<file path="src/rtl/shift_add_pkg.sv">
// Shared definitions for the shift-and-add multiplier controller.
package shift_add_pkg;

  localparam int unsigned N_BITS_DEF = 8;
  localparam int unsigned CNT_W_DEF  = 4;

  typedef enum logic [2:0] {
    ST_IDLE,
    ST_LOAD_A,
    ST_LOAD_B,
    ST_CLEAR,
    ST_RUN,
    ST_DONE
  } state_t;

  localparam int unsigned STATE_W = $bits(state_t);

endpackage

</file>
<file path="src/rtl/shift_add_ctrl_iter_counter.sv">
// Loadable down-counter tracking the remaining add/shift iterations.
module iter_counter #(
  parameter int unsigned CNT_W = 4
) (
  input  logic             clk_i,
  input  logic             rst_i,
  input  logic             load_i,
  input  logic             dec_i,
  input  logic [CNT_W-1:0] load_val_i,
  output logic [CNT_W-1:0] count_o,
  output logic             one_o
);

  logic [CNT_W-1:0] count_q, count_d;

  always_comb begin
    count_d = count_q;
    if (load_i) begin
      count_d = load_val_i;
    end else if (dec_i) begin
      count_d = count_q - CNT_W'(1);
    end
  end

  always_ff @(posedge clk_i) begin
    if (rst_i) begin
      count_q <= '0;
    end else begin
      count_q <= count_d;
    end
  end

  assign count_o = count_q;
  assign one_o   = (count_q == CNT_W'(1));

endmodule

</file>
<file path="src/rtl/shift_add_ctrl.sv">
// Control FSM for the 8-bit shift-and-add multiplier; drives DATA_PATH register controls.
module shift_add_ctrl
  import shift_add_pkg::*;
#(
  parameter int unsigned N_BITS = N_BITS_DEF,
  parameter int unsigned CNT_W  = CNT_W_DEF
) (
  input  logic i_clk,
  input  logic i_rst,
  input  logic i_start,
  input  logic i_data_valid,
  input  logic A_out,
  output logic o_data_ready,
  output logic load_A,
  output logic load_B,
  output logic clr_ACC_reg,
  output logic load_ACC,
  output logic sel_SUM,
  output logic shift_A_reg,
  output logic o_busy,
  output logic o_done
);

  state_t           state_q, state_d;
  logic [CNT_W-1:0] cnt;
  logic             cnt_one;
  logic             cnt_load;
  logic             cnt_dec;

  // The non-zero guard keeps the counter from wrapping if RUN is ever entered unloaded.
  assign cnt_load = (state_q == ST_CLEAR);
  assign cnt_dec  = (state_q == ST_RUN) && (cnt != '0);

  iter_counter #(
    .CNT_W(CNT_W)
  ) u_iter_counter (
    .clk_i      (i_clk),
    .rst_i      (i_rst),
    .load_i     (cnt_load),
    .dec_i      (cnt_dec),
    .load_val_i (CNT_W'(N_BITS)),
    .count_o    (cnt),
    .one_o      (cnt_one)
  );

  always_ff @(posedge i_clk) begin
    if (i_rst) begin
      state_q <= ST_IDLE;
    end else begin
      state_q <= state_d;
    end
  end

  always_comb begin
    state_d      = state_q;
    o_data_ready = 1'b0;
    load_A       = 1'b0;
    load_B       = 1'b0;
    clr_ACC_reg  = 1'b0;
    load_ACC     = 1'b0;
    sel_SUM      = 1'b0;
    shift_A_reg  = 1'b0;
    o_busy       = 1'b1;
    o_done       = 1'b0;
    unique case (state_q)
      ST_IDLE: begin
        o_busy = 1'b0;
        if (i_start) state_d = ST_LOAD_A;
      end
      ST_LOAD_A: begin
        o_data_ready = 1'b1;
        load_A       = i_data_valid;
        if (i_data_valid) state_d = ST_LOAD_B;
      end
      ST_LOAD_B: begin
        o_data_ready = 1'b1;
        load_B       = i_data_valid;
        if (i_data_valid) state_d = ST_CLEAR;
      end
      ST_CLEAR: begin
        clr_ACC_reg = 1'b1;
        state_d     = ST_RUN;
      end
      ST_RUN: begin
        load_ACC    = 1'b1;
        shift_A_reg = 1'b1;
        sel_SUM     = A_out;
        if (cnt_one) state_d = ST_DONE;
      end
      ST_DONE: begin
        o_done  = 1'b1;
        state_d = ST_IDLE;
      end
      default: begin
        o_busy  = 1'b0;
        state_d = ST_IDLE;
      end
    endcase
  end

endmodule
</file>
<file path="config.mk">
export PLATFORM = sky130hd
export DESIGN_NAME = shift_add_ctrl
export DESIGN_NICKNAME = d
export VERILOG_FILES = /design/src/rtl/shift_add_pkg.sv /design/src/rtl/shift_add_ctrl_iter_counter.sv /design/src/rtl/shift_add_ctrl.sv
export SDC_FILE = /design/constraint.sdc
export NUM_CORES = 1
export LEC_CHECK = 0
export CAP_MARGIN = 25
export CORE_AREA = 2 2 39 41
export DETAILED_ROUTE_END_ITERATION = 10
export DIE_AREA = 0 0 41 43
export GPL_TIMING_DRIVEN = 0
export PLACE_DENSITY = 0.67
export SLEW_MARGIN = 5
export SYNTH_ARGS = -nofsm -noshare
export SYNTH_HDL_FRONTEND = slang
export SYNTH_SLANG_ARGS = --single-unit
</file>
<file path="constraint.sdc">
create_clock -name i_clk -period 3.04 [get_ports i_clk]
set_input_delay 0.608 -clock i_clk [delete_from_list [all_inputs] [get_ports i_clk]]
set_output_delay 0.608 -clock i_clk [all_outputs]
set_load 0.05 [all_outputs]
</file>
==> summary.txt <==
status -> finished, final reports clean
Critical Path Sink Type -> output pin
largest net degree at the start of global routing -> 11
Final Slew Violations -> 0
Switching Fraction -> 0.329
worst vdd ir -> 0.199 mV
DRT met1 WL -> 443 um
DR vias/cell -> 4.90
RSZ-0062 raised after global routing -> no
post-CTS setup buffers -> 0
number of placement rows -> 14
Crit Path Class -> flop to output pin
Lkg Pwr -> 0.000244 uW
Avg WL per Cell -> 10.8 um
Reg power frac -> 0.371
PortBufs -> 13
Finished Cell Area -> 637 um^2
worst path arrival time -> 2160 ps
worst r2r src -> u_iter_counter.count_o[0]$_SDFFE_PP0P_
initial antenna violation count -> 0
CTS resizes -> 0
# IOs -> 14
Routed WL -> 925 um
Crit Path Max Fanout -> 8
syn_nets -> 60
Non-Filler Instances -> 86
Mapped Avg Cell Area -> 8.69 um^2
worst clock skew -> 1.92 ps
hold crit path type -> flop to flop
total track usage -> 0.126
Max Freq -> 0.362 GHz
Post-Syn Area -> 460 um^2
clock share of power -> 0.328
Root Buffer -> clkbuf_4
Final Cycle Share -> 0.909
cells after synthesis -> 53
# placed instances -> 82
Clock Sink Count -> 7
DR pass1 iterations -> 4
Syn-to-layout area delta -> 38.3%
post-synthesis cell type count -> 25
WL met3 -> 73 um
Rel. slew slack -> 0.669
DIE HEIGHT -> 43 um
power density cells -> 414 nW/um^2
layout cells sized above 1 -> 0.214
TritonCTS clock tree -> done
routability cong. -> 0.715
crit path time final -> 2760 ps
P_sw -> 86.6 uW
commonest non-fill, non-tap cells in the layout -> clkdlybuf4s50_1 (13), dfxtp_1 (7), a21oi_1 (6)
Max Buffers Root-to-Sink -> 2
Starting Density -> 0.333
Seq/Total Area, Yosys -> 0.304
core area -> 1380 um^2
Final Util -> 0.460
synth warn -> 0
Post-DP Area -> 611 um^2
Inserted Clock Buffers -> 3
Chip Width -> 41 um
first-pass GRT wire length -> 1460 um
full die area -> 1760 um^2
Int Power -> 177 uW
vias in the first global route -> 355
Post-DRT Antenna Nets -> 0
Maximum Capacitance Violations -> 0
number of synthesized register bits -> 7
origin of the worst setup path -> state_q[2]$_SDFFE_PP0P_
WL met2 -> 384 um
DRC violations left -> 0
DR vias -> 421
DRT iter0 DRCs -> 6
worst-margin pin slew -> 495 ps
Worst-Skew Late Latency -> 250 ps
CTS clock-pin slew for the worst setup and hold paths -> 50 ps
critical path launch point type -> flop
commonest non-fill, non-tap cell in the layout -> clkdlybuf4s50_1
CP required -> 2430 ps
Top Metal Used -> met4
Final Hold Fails -> 0
post-route setup TNS -> 0 ps
Logic pwr share -> 0.302
grt ovf -> 0
Final setup viols -> 0
Post-DP HPWL -> 682 um
# hold bufs at CTS -> 0
Nets -> 78
Diodes inserted -> 0
worst hold start -> u_iter_counter.count_o[3]$_SDFFE_PP0P_
H-Tree Depth -> 1
-- metal layers --
layer,vias to the layer above,track usage
met4,0,0.100
met3,2,0.0471
met2,15,0.163
met5,-,0
li1,221,-
met1,183,0.159
-- power groups by stage --
stage                     clock network [uW]  registers (uW)  logic [uW]
after global routing                    95.4            97.9        85.0
after CTS                               90.5            97.6        79.9
after global placement                     0            99.4        79.0
after detailed placement                   0            99.5        79.4
after floorplan                            0            99.0        55.6
final                                   86.3            97.6        79.5
-- cell type report --
class	instances	area [um^2]
plain buffers	3	20.0
clock buffers	4	26.3
fillers	135	747
inverters	6	27.5
multi-input cells	37	273
flip-flops and latches	7	140
well taps	16	20.0
repair buffers	13	130
-- cells by family (layout without fill, tap and decap cells) --
kind of cell / count (synthesis) / in the layout / synth area share
mux: 1 / 1 / 0.0217
simple gates: 21 / 21 / 0.318
buf+inv: 9 / 26 / 0.103
compound gates: 13 / 13 / 0.198
flops: 7 / 7 / 0.304
fa+ha+maj: 2 / 2 / 0.0543
-- synthesized netlist by cell type, drive strengths merged --
cell,count,area (um^2)
nand2b,3,18.8
nor3,1,5.00
or2,1,6.26
ha,2,25.0
and2,1,7.51
a311oi,2,23.8
nand3,3,15.0
inv,5,18.8
or3b,2,22.5
nand3b,3,22.5
a21o,1,8.76
nand2,1,3.75
dfxtp,7,140
nor2,4,15.0
a21oi,7,38.8
a211oi,2,15.0
nor4b,1,23.8
buf,3,20.0
mux2i,1,10.0
or3,1,6.26
o21ai,1,5.00
clkinv,1,8.76
-- through the flow --
stage | total power, uW | setup slack (ps) | hold slack [ps]
after floorplan | 155 | 1030 | 473
after global placement | 178 | 325 | 497
after detailed placement | 179 | 305 | 509
after CTS | 268 | 262 | 525
after global routing | 278 | 200 | 553
final | 263 | 276 | 522
-- registers in the layout, summed over array words and instances (netlist names) --
signal and cells:
state_q 3, u_iter_counter.count_o 4
-- worst max-delay path, stage by stage (launching register included) --
cell and delay, ps:
dfxtp_1 440, or3b_4 450, clkinv_4 90, and2_2 130, clkdlybuf4s50_1 790
-- worst paths after layout --
kind,to,slack (ps),cells after the start
min,u_iter_counter.count_o[2]$_SDFFE_PP0P_,520,2
max,sel_SUM,280,4
min reg2reg,u_iter_counter.count_o[2]$_SDFFE_PP0P_,520,2
max reg2reg,u_iter_counter.count_o[0]$_SDFFE_PP0P_,1610,5
No activity file was read; power rests on OpenSTA's default activity.
